==> src/rtl/regfile_pkg.sv <==
// Shared constants for the operand register file: active-low enable levels,
// default geometry and the bulk-clear FSM state encoding.
package regfile_pkg;

    localparam logic ENABLE_  = 1'b0;
    localparam logic DISABLE_ = 1'b1;

    localparam int DATA_W_DEF = 32;
    localparam int ADDR_W_DEF = 5;

    typedef enum logic {
        ST_IDLE  = 1'b0,
        ST_CLEAR = 1'b1
    } clr_state_e;

endpackage

==> src/rtl/regfile_clr_seq.sv <==
// Bulk-clear sequencer: walks every entry once, issuing one clear strobe per
// cycle, and holds busy high for exactly 2**ADDR_W cycles.
module regfile_clr_seq
    import regfile_pkg::*;
#(
    parameter int ADDR_W = ADDR_W_DEF
) (
    input  logic              clk,
    input  logic              reset_,
    input  logic              clr_req_,
    output logic              busy,
    output logic              clr_we,
    output logic [ADDR_W-1:0] clr_addr
);

    localparam logic [ADDR_W-1:0] LAST_ADDR = {ADDR_W{1'b1}};

    clr_state_e        state_q;
    logic [ADDR_W-1:0] cnt_q;
    logic              busy_q;

    always_ff @(posedge clk or negedge reset_) begin
        if (!reset_) begin
            state_q <= ST_IDLE;
            cnt_q   <= '0;
            busy_q  <= 1'b0;
        end else begin
            case (state_q)
                ST_IDLE: begin
                    if (clr_req_ == ENABLE_) begin
                        state_q <= ST_CLEAR;
                        cnt_q   <= '0;
                        busy_q  <= 1'b1;
                    end
                end
                ST_CLEAR: begin
                    // Requests are ignored here: no restart, no extension.
                    cnt_q <= cnt_q + 1'b1;
                    if (cnt_q == LAST_ADDR) begin
                        state_q <= ST_IDLE;
                        busy_q  <= 1'b0;
                    end
                end
                default: begin
                    state_q <= ST_IDLE;
                    busy_q  <= 1'b0;
                end
            endcase
        end
    end

    assign busy     = busy_q;
    assign clr_we   = (state_q == ST_CLEAR);
    assign clr_addr = cnt_q;

endmodule

==> src/rtl/regfile_2r1w.sv <==
// Operand register file: two combinational read ports, one byte-masked write
// port with optional bypass, optional hard-zero entry 0 and bulk clear.
module regfile_2r1w
    import regfile_pkg::*;
#(
    parameter int DATA_W   = DATA_W_DEF,
    parameter int ADDR_W   = ADDR_W_DEF,
    parameter int ZERO_REG = 1,
    parameter int BYPASS   = 1
) (
    input  logic                  clk,
    input  logic                  reset_,
    input  logic [ADDR_W-1:0]     ra_addr,
    output logic [DATA_W-1:0]     ra_data,
    input  logic [ADDR_W-1:0]     rb_addr,
    output logic [DATA_W-1:0]     rb_data,
    input  logic                  we_,
    input  logic [ADDR_W-1:0]     w_addr,
    input  logic [DATA_W-1:0]     w_data,
    input  logic [DATA_W/8-1:0]   w_be_,
    input  logic                  clr_req_,
    output logic                  busy
);

    localparam int DEPTH = 1 << ADDR_W;
    localparam int NB    = DATA_W / 8;

    logic [DATA_W-1:0] mem_q [DEPTH];
    logic [DATA_W-1:0] wr_merged;
    logic              wr_en;
    logic              wr_active;
    logic              clr_we;
    logic [ADDR_W-1:0] clr_addr;

    regfile_clr_seq #(
        .ADDR_W (ADDR_W)
    ) u_clr_seq (
        .clk      (clk),
        .reset_   (reset_),
        .clr_req_ (clr_req_),
        .busy     (busy),
        .clr_we   (clr_we),
        .clr_addr (clr_addr)
    );

    // Write port is live only outside a clear; entry 0 may be hard-wired.
    assign wr_active = !busy && (we_ == ENABLE_);
    assign wr_en     = wr_active && !((ZERO_REG != 0) && (w_addr == '0));

    genvar gi;
    generate
        for (gi = 0; gi < NB; gi++) begin : g_lane
            assign wr_merged[gi*8 +: 8] = (w_be_[gi] == ENABLE_) ?
                                          w_data[gi*8 +: 8] :
                                          mem_q[w_addr][gi*8 +: 8];
        end
    endgenerate

    always_ff @(posedge clk or negedge reset_) begin
        if (!reset_) begin
            for (int i = 0; i < DEPTH; i++) begin
                mem_q[i] <= '0;
            end
        end else begin
            if (clr_we) begin
                mem_q[clr_addr] <= '0;
            end
            if (wr_en) begin
                mem_q[w_addr] <= wr_merged;
            end
        end
    end

    logic [ADDR_W-1:0] rd_addr [2];
    logic [DATA_W-1:0] rd_data [2];

    assign rd_addr[0] = ra_addr;
    assign rd_addr[1] = rb_addr;

    generate
        for (gi = 0; gi < 2; gi++) begin : g_rd
            always_comb begin
                rd_data[gi] = mem_q[rd_addr[gi]];
                if (busy) begin
                    rd_data[gi] = '0;
                end else if ((ZERO_REG != 0) && (rd_addr[gi] == '0)) begin
                    rd_data[gi] = '0;
                end else if ((BYPASS != 0) && wr_active && (rd_addr[gi] == w_addr)) begin
                    rd_data[gi] = wr_merged;
                end
            end
        end
    endgenerate

    assign ra_data = rd_data[0];
    assign rb_data = rd_data[1];

endmodule
==> config.mk <==
export PLATFORM = sky130hd
export DESIGN_NAME = regfile_2r1w
export DESIGN_NICKNAME = d
export VERILOG_FILES = /design/src/rtl/regfile_pkg.sv /design/src/rtl/regfile_clr_seq.sv /design/src/rtl/regfile_2r1w.sv
export SDC_FILE = /design/constraint.sdc
export NUM_CORES = 2
export LEC_CHECK = 0
export BUFFER_PORTS_ARGS = -buffer_cell sky130_fd_sc_hd__buf_2
export CELL_PAD_IN_SITES_DETAIL_PLACEMENT = 0
export CELL_PAD_IN_SITES_GLOBAL_PLACEMENT = 2
export CORE_MARGIN = 2
export CORE_UTILIZATION = 50
export CTS_CLUSTER_DIAMETER = 120
export CTS_CLUSTER_SIZE = 10
export DETAILED_ROUTE_END_ITERATION = 8
export PLACE_DENSITY_LB_ADDON = 0.1
export SLEW_MARGIN = 5
export SYNTH_ARGS = -nofsm -noshare
export SYNTH_HDL_FRONTEND = slang
export SYNTH_HIERARCHICAL = 1
export SYNTH_SLANG_ARGS = --single-unit
==> constraint.sdc <==
create_clock -name clk -period 8.4 [get_ports clk]
set_clock_uncertainty 0.05 [all_clocks]
set_input_delay 2.1 -clock clk [delete_from_list [all_inputs] [get_ports clk]]
set_output_delay 2.1 -clock clk [all_outputs]
set_load 0.03 [all_outputs]
## After elaboration in Yosys (flattened, before gate mapping)

Index checks and enable logic that the tools add are counted.

- Logic and storage cells: 101
- Bits in registers: 1,031
- Output and inout bits: 65
- Input bits: 55

- Equal/unequal tests: 5
- Magnitude comparators: 6
- Add/subtract/negate cells: 1
- Bitwise operators: 8
- Muxes and demuxes: 34
- Reduce and logical (&&, ||, !) cells: 12

Operators by type and width:

| operator | count |
|---|---|
| two-way mux 1024 bit | 2 |
| bitwise AND 1024 bit | 1 |
| bitwise mux 1024 bit | 1 |
| NOT 1024 bit | 1 |
| binary-select mux 32 bit (select 5 bit) | 3 |
| two-way mux 32 bit | 14 |
| demux 32 bit (select 5 bit) | 2 |
| two-way mux 8 bit | 4 |
| >= comparator 6 bit (second input constant) | 4 |
| NOT 5 -> 6 bit | 4 |
| zero test 5 bit | 3 |
| < comparator 6 x 1 -> 1 bit (second input constant) | 2 |
| == test 5 bit | 2 |
| one-hot mux 5 bit (2 select lines) | 1 |
| logical AND 1 bit | 6 |
| adder 5 x 1 -> 5 bit (second input constant) | 1 |
| == test 5 bit (second input constant) | 1 |
| two-way mux 5 bit | 1 |
| two-way mux 1 bit | 4 |
| inequality test 2 bit (second input constant) | 2 |
| one-hot mux 1 bit (2 select lines) | 2 |
| zero test 1 bit | 2 |
| NOT 1 bit | 2 |
| AND reduction 2 bit | 1 |

## Logic depth before layout (Yosys ltp)

- Depth in word-level cells: 10
- Depth in mapped cells: 11
- Mapped depth without buffers: 5

## Cells and area by module

The synthesis kept the hierarchy.

By module, submodules not included:

| module | sequential area each (sq um) | cells an instance | area an instance (sq um) | instances |
|---|---|---|---|---|
| regfile_2r1w | 25,624.6 | 4,606 | 62,318.5 | 1 |
| regfile_clr_seq | 175.2 | 31 | 344.1 | 1 |

## Worst setup path before layout

OpenSTA, ideal clock, no wires.

- Kind: input port to output port
- Start point: in w_addr[0]
- End point: out ra_data[13]
- Arrival time: 4.359 ns
- Path slack: 1.891 ns
- Cell stages on the path: 8
- Path buffers: 4
- Required time: 6.250 ns
- Cells stage by stage: buf_6 -> buf_6 -> buf_6 -> buf_6 -> mux4_2 -> or3b_1 -> a31o_2 -> a2111oi_2

- Word-level cells in the longest chain between the ends: 8
- Elaborated cells between the ends (all ways): 10
- Those cells by class: eq/ne: 1; mux: 7; bitwise: 1; reduce/logical: 1

RTL lines:

| what | line | source |
|---|---|---|
| from (decl) | regfile_2r1w.sv:18 | `input logic [ADDR_W-1:0] w_addr,` |
| NOT 5 -> 6 bit (implied by the code) | regfile_2r1w.sv:55 | `mem_q[w_addr][gi*8 +: 8];` |
| binary-select mux 32 bit (select 5 bit) | regfile_2r1w.sv:55 |  |
| two-way mux 32 bit (2 in a row) | - |  |
| two-way mux 8 bit | regfile_2r1w.sv:53 | `assign wr_merged[gi*8 +: 8] = (w_be_[gi] == ENABLE_) ?` |
| two-way mux 32 bit (*) | regfile_2r1w.sv:88 | `end else if ((BYPASS != 0) && wr_active && (rd_addr[gi] == w_addr)) begin` |
| two-way mux 32 bit (*) | regfile_2r1w.sv:86 | `end else if ((ZERO_REG != 0) && (rd_addr[gi] == '0)) begin` |
| two-way mux 32 bit (*) | regfile_2r1w.sv:84 | `if (busy) begin` |
| to (decl) | regfile_2r1w.sv:14 | `output logic [DATA_W-1:0] ra_data,` |

Every way passes the cells marked *; elsewhere a longest branch is shown, timed or not. The select of a mux whose other input is x is not followed.

## Worst setup path in the final report

- Start point: in w_addr[3]
- End point: out ra_data[21]

Same word-level chain as after synthesis.

==> metrics.log <==
INFO  metric outcome = finished, final reports clean
INFO  metric core = 124,000 um^2
INFO  metric slew_violations = 0
INFO  metric hold_buffers = 0
INFO  metric synth_warnings = 6
INFO  metric die_area = 128,000 um^2
INFO  metric drt.antenna.violating_nets = 0
INFO  metric grt_start_max_net_pins = 173
INFO  metric pwr-share-seq = 41.9%
INFO  metric timing.max_cap.violations = 0
INFO  metric globalRouteOverflowTotal = 0
INFO  metric area_growth = 9.75%
INFO  metric worst-slew-pin-transition = 1.42 ns
INFO  metric route.detailed.vias_per_inst = 8.41
INFO  metric pre_cts_ws = 0.904 ns
INFO  metric postCtsSetupRepairBufs = 0
INFO  metric timing.critical_path.from_type = input pin
INFO  metric p_leak = 29.7 nW
INFO  metric detailroute.via_count = 52,300
INFO  metric die_width = 358 um
INFO  metric first_global_vias = 50,100
INFO  metric criticalPathCategory = input pin to output port
INFO  metric power_frac_comb = 28.9%
INFO  metric syn_avg_cell_area = 13.5 um^2
INFO  metric synth-edff-count = 0
INFO  metric arr_time_crit_path = 5.63 ns
INFO  metric ys_seq_elements = 1,031
INFO  metric clock_tree_from_tritoncts = built
INFO  metric syn_area = 62,700 um^2
INFO  metric hold_violation_total_from_the_final_report = 0
INFO  metric avgRoutedWirePerCell = 49.3 um
INFO  metric cts-root-buf = clkbuf_16
INFO  metric cts_max_level = 3
INFO  metric reg2reg_depth = 4
INFO  metric die_y = 358 um
INFO  metric clock_insertion_delay_worst_skew = 0.77 ns
INFO  metric floorplan.initialDensity = 50.6%
INFO  metric crit-reg2reg-launch = u_clr_seq/busy$_DFFE_PN0P_
INFO  metric hpwl = 176 mm
INFO  metric synth_top_cell_by_area = dfrtp_1
INFO  metric grt_setup_unrepaired = no
INFO  metric path_max_fanout = 33
INFO  metric grt_usage = 48.0%
INFO  metric async_flop_share = 100%
INFO  metric clk_pin_slew = 0.06 ns
INFO  metric ctsLongestPathBuffers = 3
INFO  metric synth_top_cells_by_area = dfrtp_1 (41%), mux4_2 (23%), a22o_1 (14%)
INFO  metric hold_depth = 2
INFO  metric worstPathRequired = 6.25 ns
INFO  metric fin_setup_tns = 0 ns
INFO  metric synthesized_instance_count = 4,637
INFO  metric clkPwrFrac = 29.2%
INFO  metric top_cell_type_s_share_of_synthesized_area = 41.2%
INFO  metric power_switching_share = 36.3%
INFO  metric gp_routability_congestion = 0.972
INFO  metric antenna_found_initial = 15
INFO  metric power_report.internal_total = 9.86 mW
INFO  metric clock_sinks = 1,031
INFO  metric cts.repair.resized = 0
INFO  metric switching_power = 5.63 mW
INFO  metric period_share = 92.6%
INFO  metric floorplan.rows = 129
INFO  metric initialDrtViolationCount = 8,302
INFO  metric tritoncts.num_buffers = 113
INFO  metric finalSetupViolCount = 0
INFO  metric finalCriticalPeriod = 7.78 ns
INFO  metric postRouteWirelength = 306 mm
INFO  metric dr.pass1.iters = 8
INFO  metric fmaxAchievable = 129 MHz
INFO  metric endpoint_kind = output port
INFO  metric finalWorstSetupSlack = 0.623 ns
INFO  metric io_buffer_count = 119
INFO  metric slew_headroom = 5.03%
INFO  metric worst_hold_path_type = flip-flop to flip-flop
INFO  metric power_density = 225 nW/um^2
INFO  metric drcViolationCount = 0
INFO  metric ys_dominant_reg_cell = dfrtp_1
INFO  metric post_synth_num_cell_types = 83
INFO  metric final_nets = 4,610
INFO  metric worst_setup_startpoint = w_addr[3]
INFO  metric power.ir.vdd_worst = 174 uV
INFO  metric fin_util = 55.5%
INFO  metric worst_hold_startpoint = mem_q[781]$_DFF_PN0_
INFO  metric synth-seq-area-share = 41.2%
INFO  metric io_pins = 120
INFO  metric layout-drive-gt1-share = 28.6%
INFO  metric grt_first_pass_wirelength = 422 mm
INFO  metric mappedNetlistNets = 4,695
==> worst max-delay path, cell delays in order <==
cell and delay, ns:
buf_2 0.65, and3b_2 1.06, buf_4 0.29, a221oi_2 0.07, a31oi_2 0.41, a2bb2o_1 0.64, buf_2 0.32
==> placed cells by master (no fill, tap or decap), drive strengths merged, types with 36 or more instances in the layout <==
cell    Yosys  layout
o22ai      64      64
a22oi     143     143
mux4      645     645
nand3      36      36
nor2       93      93
a22o     1005    1005
buf       316     385
clkbuf    270     117
a21oi      83      83
dfrtp    1031    1031
nand2     101     101
and2       60      60
mux2i     467     467
==> flip-flops by register name (all words and copies together) (netlist names) <==
register,cells
mem_q,1024
u_clr_seq/clr_addr,5
u_clr_seq/busy,1
u_clr_seq/clr_we,1
==> cell type report <==
class | instances | area [um^2]
Fill cell | 10200 | 55200
Multi-Input combinational cell | 3015 | 34700
Sequential cell | 1031 | 25800
Timing Repair Buffer | 386 | 3170
Clock buffer | 116 | 2880
Tap cell | 1637 | 2050
Clock inverter | 6 | 81.3
Antenna cell | 22 | 55.1
Inverter | 5 | 18.8
==> path summary, 6_finish.rpt <==
path | to | slack (ns)
worst max register to register | mem_q[960]$_DFF_PN0_ | 4.44
worst max-delay path | ra_data[21] | 0.62
worst min register to register | mem_q[781]$_DFF_PN0_ | 0.48
min in group asynchronous | mem_q[507]$_DFF_PN0_ | 1.35
max in group asynchronous | mem_q[585]$_DFF_PN0_ | 5.30
worst min-delay path | mem_q[781]$_DFF_PN0_ | 0.48
==> per-stage QoR <==
step                cells  area, um^2  hold WS [ns]  power, mW
floorplan            4637       62700         0.427       8.87
global placement     6074       65800         0.446       10.8
detailed placement   6074       65800         0.463       10.8
CTS                  6196       68700         0.477       15.3
global route         6201       68700         0.499       15.8
finish               6218       68800         0.476       15.5
==> cell families (layout without fill, tap and decap cells) <==
kind of cell / Yosys count / count (layout) / synth area share (%)
and+or+nand+nor: 401 / 401 / 3.45
muxes: 1122 / 1122 / 30.8
xor gates and xnor gates: 12 / 12 / 0.168
AOI/OAI and AO/OA: 1477 / 1477 / 19.8
other: 0 / 22 / 0
DFF: 1031 / 1031 / 41.2
adders and majority gates: 3 / 3 / 0.0599
buffers and inverters: 591 / 513 / 4.49
==> synth_stat cells (9+ instances only) <==
cell / number
a211oi_1: 11
nor2b_1: 21
nand3_1: 35
a22o_1: 1005
mux2_2: 10
buf_1: 34
buf_4: 36
buf_6: 24
a22oi_1: 143
a2bb2o_1: 26
nand2_1: 101
a21oi_1: 83
o2bb2ai_1: 14
mux2i_1: 467
nor2_1: 82
dfrtp_1: 1031
buf_2: 222
mux4_2: 645
o22ai_1: 64
clkbuf_1: 267
o32a_1: 15
nor3_1: 17
nor3b_1: 9
and2_1: 59
nor2_2: 11
a31oi_2: 24
o21ai_0: 24
==> per-layer routing <==
layer  wire length [um]  global-route usage, %  vias up  share of wire (%)
li1                   -                      -    18900                  -
met1             108000                   62.0    27100                 35
met2             125000                   64.6     5005                 41
met3              50100                   22.6     1270                 16
met4              23500                   30.4        4                7.7
met5                 41                  0.222        -              0.013
==> power groups by stage <==
stage               registers, mW  clock network [mW]  logic [mW]
global route                 6.57                4.73        4.53
floorplan                    6.22                   0        2.65
global placement             6.50                   0        4.25
detailed placement           6.51                   0        4.29
finish                       6.49                4.53        4.47
CTS                          6.44                4.52        4.30
Note: power is estimated with default switching activity, not from simulation.
